## config.mk

```make
export PLATFORM = sky130hd
export DESIGN_NAME = uart_line_rx
export DESIGN_NICKNAME = d
export VERILOG_FILES = /design/src/rtl/uart_line_rx.sv
export SDC_FILE = /design/constraint.sdc
export NUM_CORES = 1
export LEC_CHECK = 0
export ABC_AREA = 1
export CAP_MARGIN = 30
export CORE_MARGIN = 3
export CORE_UTILIZATION = 35
export CTS_CLUSTER_DIAMETER = 80
export DETAILED_ROUTE_END_ITERATION = 8
export HOLD_SLACK_MARGIN = 0.06
export PLACE_DENSITY = 0.57
export SLEW_MARGIN = 20
export SYNTH_ARGS = -nofsm -noshare
export SYNTH_HDL_FRONTEND = slang
export SYNTH_SLANG_ARGS = --single-unit
```

## constraint.sdc

```tcl
create_clock -name clk -period 11.15 [get_ports clk]
set_clock_uncertainty 0.15 [all_clocks]
set_input_delay 3.345 -clock clk [delete_from_list [all_inputs] [get_ports clk]]
set_output_delay 3.345 -clock clk [all_outputs]
set_load 0.03 [all_outputs]
```

## src/rtl/uart_line_rx.sv

```systemverilog
// uart_line_rx: 8N1 UART receiver feeding a line assembler.
// Incoming bytes are collected until a terminator arrives. The finished line is
// held for the consumer, which reads it through rd_addr/rd_data and releases it
// with line_ack. rts tells the peer transmitter to pause.
// Build option: define UART_RX_LINE_LF_EN to make 8'h0A a second terminator.
// Without it, 8'h0A is stored like any other data byte.
module uart_line_rx #(
    parameter int          CLKS_PER_BIT = 1085,
    parameter int          MAX_LEN      = 16,
    parameter logic [7:0]  TERM_CHAR    = 8'h0D
) (
    input  logic                                        clk,
    input  logic                                        reset,
    input  logic                                        fsm_en,
    input  logic                                        serial_rx,
    output logic                                        rts,
    output logic                                        line_valid,
    output logic [$clog2(MAX_LEN+1)-1:0]                line_len,
    input  logic                                        line_ack,
    input  logic [(MAX_LEN > 1 ? $clog2(MAX_LEN) : 1)-1:0] rd_addr,
    output logic [7:0]                                  rd_data,
    output logic                                        frame_err,
    output logic                                        overflow,
    output logic                                        overrun
);

    localparam int LEN_W  = $clog2(MAX_LEN + 1);
    localparam int ADDR_W = (MAX_LEN > 1) ? $clog2(MAX_LEN) : 1;
    localparam int CNT_W  = $clog2(CLKS_PER_BIT);

    localparam logic [CNT_W-1:0] BIT_LAST  = CNT_W'(CLKS_PER_BIT - 1);
    localparam logic [CNT_W-1:0] HALF_LAST = CNT_W'(CLKS_PER_BIT / 2 - 1);
    localparam logic [LEN_W-1:0] FULL      = LEN_W'(MAX_LEN);

    typedef enum logic [1:0] {RX_IDLE, RX_START, RX_DATA, RX_STOP} rx_state_t;
    typedef enum logic [1:0] {A_COLLECT, A_DISCARD, A_HOLD}         asm_state_t;

    // ---------------- receiver ----------------
    logic [1:0]       sync_q;
    logic             rx_prev_q;
    logic             rx_bit;
    rx_state_t        rx_state_q, rx_state_d;
    logic [CNT_W-1:0] clk_cnt_q, clk_cnt_d;
    logic [2:0]       bit_idx_q, bit_idx_d;
    logic [7:0]       shift_q, shift_d;
    logic             byte_stb_q, byte_stb_d;
    logic             frame_err_q, frame_err_d;

    assign rx_bit = sync_q[1];

    // Two-flop synchronizer and previous-bit tracker for start-edge detection.
    // NOTE: state registers take only non-blocking assignments, so every flop samples pre-edge values.
    always_ff @(posedge clk or posedge reset) begin
        if (reset) begin
            sync_q    <= 2'b11;
            rx_prev_q <= 1'b1;
        end else begin
            sync_q    <= {sync_q[0], serial_rx};
            rx_prev_q <= rx_bit;
        end
    end

    // Receiver next-state logic: start validation, mid-bit data sampling, stop check.
    // NOTE: every output is defaulted first so no path leaves a variable unassigned (no latches).
    always_comb begin
        rx_state_d  = rx_state_q;
        clk_cnt_d   = clk_cnt_q;
        bit_idx_d   = bit_idx_q;
        shift_d     = shift_q;
        byte_stb_d  = 1'b0;
        frame_err_d = 1'b0;
        if (!fsm_en) begin
            rx_state_d = RX_IDLE;
            clk_cnt_d  = '0;
            bit_idx_d  = '0;
        end else begin
            case (rx_state_q)
                RX_IDLE: begin
                    clk_cnt_d = '0;
                    bit_idx_d = '0;
                    if (rx_prev_q && !rx_bit) rx_state_d = RX_START;
                end
                RX_START: begin
                    if (clk_cnt_q == HALF_LAST) begin
                        clk_cnt_d  = '0;
                        rx_state_d = rx_bit ? RX_IDLE : RX_DATA;
                    end else begin
                        clk_cnt_d = clk_cnt_q + 1'b1;
                    end
                end
                RX_DATA: begin
                    if (clk_cnt_q == BIT_LAST) begin
                        clk_cnt_d = '0;
                        shift_d   = {rx_bit, shift_q[7:1]};
                        bit_idx_d = bit_idx_q + 1'b1;
                        if (bit_idx_q == 3'd7) rx_state_d = RX_STOP;
                    end else begin
                        clk_cnt_d = clk_cnt_q + 1'b1;
                    end
                end
                RX_STOP: begin
                    if (clk_cnt_q == BIT_LAST) begin
                        clk_cnt_d   = '0;
                        byte_stb_d  = rx_bit;
                        frame_err_d = !rx_bit;
                        rx_state_d  = RX_IDLE;
                    end else begin
                        clk_cnt_d = clk_cnt_q + 1'b1;
                    end
                end
                default: rx_state_d = RX_IDLE;
            endcase
        end
    end

    // Receiver state register.
    always_ff @(posedge clk or posedge reset) begin
        if (reset) begin
            rx_state_q  <= RX_IDLE;
            clk_cnt_q   <= '0;
            bit_idx_q   <= '0;
            shift_q     <= '0;
            byte_stb_q  <= 1'b0;
            frame_err_q <= 1'b0;
        end else begin
            rx_state_q  <= rx_state_d;
            clk_cnt_q   <= clk_cnt_d;
            bit_idx_q   <= bit_idx_d;
            shift_q     <= shift_d;
            byte_stb_q  <= byte_stb_d;
            frame_err_q <= frame_err_d;
        end
    end

    // ---------------- line assembler ----------------
    asm_state_t       asm_state_q, asm_state_d;
    logic [LEN_W-1:0] count_q, count_d;
    logic [LEN_W-1:0] line_len_q, line_len_d;
    logic             line_valid_q, line_valid_d;
    logic             overflow_q, overflow_d;
    logic             overrun_q, overrun_d;
    logic             rts_q, rts_d;
    logic             wr_en;
    logic             is_term;
    logic [7:0]       buf_q [MAX_LEN];

    // shift_q is stable while byte_stb_q is high, so it serves as the received byte.
`ifdef UART_RX_LINE_LF_EN
    assign is_term = (shift_q == TERM_CHAR) || (shift_q == 8'h0A);
`else
    assign is_term = (shift_q == TERM_CHAR);
`endif

    // Assembler next-state logic: collect, discard after overflow, or hold a finished line.
    always_comb begin
        asm_state_d  = asm_state_q;
        count_d      = count_q;
        line_len_d   = line_len_q;
        line_valid_d = line_valid_q;
        overflow_d   = 1'b0;
        overrun_d    = 1'b0;
        wr_en        = 1'b0;
        if (!fsm_en) begin
            asm_state_d  = A_COLLECT;
            count_d      = '0;
            line_valid_d = 1'b0;
        end else begin
            case (asm_state_q)
                A_COLLECT: begin
                    if (byte_stb_q) begin
                        if (is_term) begin
                            line_len_d   = count_q;
                            line_valid_d = 1'b1;
                            count_d      = '0;
                            asm_state_d  = A_HOLD;
                        end else if (count_q == FULL) begin
                            overflow_d  = 1'b1;
                            count_d     = '0;
                            asm_state_d = A_DISCARD;
                        end else begin
                            wr_en   = 1'b1;
                            count_d = count_q + 1'b1;
                        end
                    end
                end
                A_DISCARD: begin
                    if (byte_stb_q && is_term) asm_state_d = A_COLLECT;
                end
                A_HOLD: begin
                    overrun_d = byte_stb_q;
                    if (line_ack) begin
                        line_valid_d = 1'b0;
                        asm_state_d  = A_COLLECT;
                    end
                end
                default: asm_state_d = A_COLLECT;
            endcase
        end
        rts_d = !fsm_en || line_valid_d || (asm_state_d == A_DISCARD);
    end

    // Assembler state register; rts is registered from next-state so it moves with line_valid.
    always_ff @(posedge clk or posedge reset) begin
        if (reset) begin
            asm_state_q  <= A_COLLECT;
            count_q      <= '0;
            line_len_q   <= '0;
            line_valid_q <= 1'b0;
            overflow_q   <= 1'b0;
            overrun_q    <= 1'b0;
            rts_q        <= 1'b1;
        end else begin
            asm_state_q  <= asm_state_d;
            count_q      <= count_d;
            line_len_q   <= line_len_d;
            line_valid_q <= line_valid_d;
            overflow_q   <= overflow_d;
            overrun_q    <= overrun_d;
            rts_q        <= rts_d;
        end
    end

    // Line buffer write port.
    // NOTE: the buffer is reset because reads after reset must return zeros; it is small enough to allow it.
    always_ff @(posedge clk or posedge reset) begin
        if (reset) begin
            for (int i = 0; i < MAX_LEN; i++) buf_q[i] <= '0;
        end else if (wr_en) begin
            buf_q[count_q[ADDR_W-1:0]] <= shift_q;
        end
    end

    assign rd_data    = (32'(rd_addr) < MAX_LEN) ? buf_q[rd_addr] : 8'h00;
    assign rts        = rts_q;
    assign line_valid = line_valid_q;
    assign line_len   = line_len_q;
    assign frame_err  = frame_err_q;
    assign overflow   = overflow_q;
    assign overrun    = overrun_q;

endmodule
```

==> flow_summary.ini <==
[routing]
drt-wirelength-per-cell_um = 17.28
via_count = 7860
via_per_inst = 5.340
drc = 0
drt-initial-drc-count = 785
first_pass_iters = 5
routed_wl_mm = 25.43
drt.antenna.violating_nets = 0

[clocking]
clk_latency_ns = 0.43
clk_pin_slew_ns = 0.07
cts_num_sinks = 173
holdBufCountCts = 0
cts_htree_levels = 4
cts_tree = built
cts_made_buffers = 17
cts_buffer_depth = 2
cts-root-buf = clkbuf_16
ctsResizeCount = 0
postCtsSetupBuffers = 0

[outcome]
outcome = completed

[synth]
avgSynthCellArea_um2 = 7.863
synth_top_family_by_area = simple AND/OR/NAND/NOR gates
yosysWarnings = 0
synth_mux_area_share_pct = 0
synth_fa_ha_area_share_pct = 1.251
synth-compound-area-share_pct = 8.074
postSynthCellCount = 1145
synth.cell_area_mm2 = 0.009004
synth_fp_nets = 1163
synthSimpleGateAreaFrac_pct = 32.68
yosys_register_bits = 173
ys_types = 28
yosysSeqAreaShare_pct = 48.14
synth_xor_area_share_pct = 0.4864

[timing]
rsz0062_at_grt = no
hold_ws_ns = 0.2069
report.final.slew_viol_count = 0
setup_viol = 0
period_needed_ns = 9.313
max-slew-margin-rel_pct = 28.49
clock.fmax_ghz = 0.1074
final.setup.tns_ns = 0
hold_viol_final = 0
worst_pin_slew_ns = 1.073
finalCritPeriodShare_pct = 83.52

[die]
die_h_um = 166.4
rows = 58
chipWidth_um = 166.4
fp.dieArea_mm2 = 0.02769
core_mm2 = 0.02525
initial_core_util_pct = 35.65
num_io_pins = 27

[setup_path]
timing.critical_path.slowest_stage_cell = clkdlybuf4s50_1
cp-start-kind = input pin
critPathTopFamily = buffers and inverters
cp_max_fo = 17
crit_required_ns = 7.66
crit_type = input pin to primary output
critical_path_arrival_ns = 5.82
worst-r2r-setup-slack_ns = 7.32
crit_buf_inv = 3
crit_chain = clkdlybuf4s50_1 > inv_1 > nand3_1 > nand3_1 > nand2_1 > clkdlybuf4s50_1
cpPeakStageDelay_ns = 0.96
end_kind = primary output

[placement]
portBuffers = 26
gp_congestion = 0.9105
dp_hpwl_mm = 16.22

[layout]
num_antenna_cells = 0
area_growth_pct = 11.44
fin_util_pct = 39.73
drive_gt1_share_pct = 5.954
fin_nets = 1147
layout_commonest_cell = nand2_1
layout_common_cells = nand2_1 (370), dfrtp_1 (169), nand4_1 (134)
fillCellCount = 2628

[worst_hold_path]
holdCritPathClass = flop to flop

[global_routing]
grt_pass1_wl_mm = 41.17
grt_max_degree = 146
grtUsageTotal_pct = 18.32
grt_antenna_before_repair = 0
grt_pass1_vias = 7384
overflow = 0

[power_and_ir_drop]
power.density_mw_per_mm2 = 134.9
peakVddDrop_uv = 107.3
total_leakage_power_nw = 4.820
power_mw = 1.353

[run]
cap_violations = 0
-- path summary, 6_finish.rpt --
| kind | depth (start not counted) | from | end |
|---|---|---|---|
| setup / recovery | 6 | rd_addr[2] | rd_data[2] |
| hold / removal | 0 | sync_q[0]$_DFF_PP1_ | sync_q[1]$_DFF_PP1_ |
| setup reg to reg | 9 | shift_q[6]$_DFFE_PP0P_ | buf_q[71]$_DFFE_PP0P_ |
| hold reg to reg | 0 | sync_q[0]$_DFF_PP1_ | sync_q[1]$_DFF_PP1_ |
| max in group asynchronous | 3 | reset | buf_q[112]$_DFFE_PP0P_ |
| min in group asynchronous | 2 | reset | clk_cnt_q[3]$_DFF_PP0_ |
-- per-layer routing --
metal | track usage, % | part of all wire [%]
met5 | 0 | 0
met1 | 27.21 | 48
met3 | 3.571 | 5.1
met2 | 27.81 | 46
met4 | 4.125 | 0.92
-- final cells by class --
type	instances	area (µm²)	share of cell area [%]
Clock inverter	14	150.1	1.496
Clock buffer	18	429.2	4.277
Tap cell	330	412.9	4.115
Multi-Input combinational cell	781	3826	38.13
Timing Repair Buffer	42	447.9	4.464
Sequential cell	173	4334	43.20
Inverter	114	432.9	4.315
-- state kept, by name, indices dropped and copies added, names as in the netlist --
register / cells
shift_q: 8
frame_err: 1
count_q: 5
byte_stb_q: 1
bit_idx_q: 3
line_len: 5
asm_state_q: 2
clk_cnt_q: 11
overrun: 1
rts: 1
sync_q: 2
buf_q: 128
rx_state_q: 2
overflow: 1
rx_prev_q: 1
line_valid: 1
-- through the flow --
stage	worst slack [ns]	instance area, µm²	instances
2_1_floorplan	2.973	9004	1145
3_3_place_gp	1.978	9354	1435
3_5_place_dp	1.927	9439	1439
4_1_cts	1.916	10020	1471
5_1_grt	1.791	10030	1472
6_report	1.837	10030	1472
-- cells in the mapped netlist --
library cell,instances,area (µm²)
o211ai_1,32,240.2
buf_8,1,15.01
nand4_4,1,21.27
a21oi_4,1,16.27
buf_2,10,50.05
o21ai_0,50,250.2
dfrtp_1,169,4229
nor3_1,13,65.06
dfstp_2,4,105.1
xor2_1,3,26.28
buf_4,1,7.510
a21oi_1,39,195.2
nand4_1,134,838.3
buf_1,12,45.04
nand3_1,69,345.3
inv_1,113,424.2
buf_6,13,146.4
ha_1,9,112.6
o22ai_1,3,18.77
nor2_1,43,161.4
nand2_1,370,1389
xnor2_1,2,17.52
nor3_4,2,32.53
nand3_2,9,90.09
inv_2,1,3.750
clkbuf_2,1,5.000
clkbuf_1,39,146.4
a31oi_1,1,6.260
-- kinds of logic after synthesis --
logic type      after synthesis
compound gates              126
xor+xnor                      5
flops                       173
buf+inv                     191
fa+ha+maj                     9
simple gates                641
-- power breakdown --
group / internal (mW) / total [mW] / switching, mW
combinational: 0.0315 / 0.105 / 0.0740
sequential: 0.634 / 0.643 / 0.00898
clock: 0.318 / 0.605 / 0.287
total: 0.984 / 1.35 / 0.369
No activity file was read; power rests on OpenSTA's default activity.
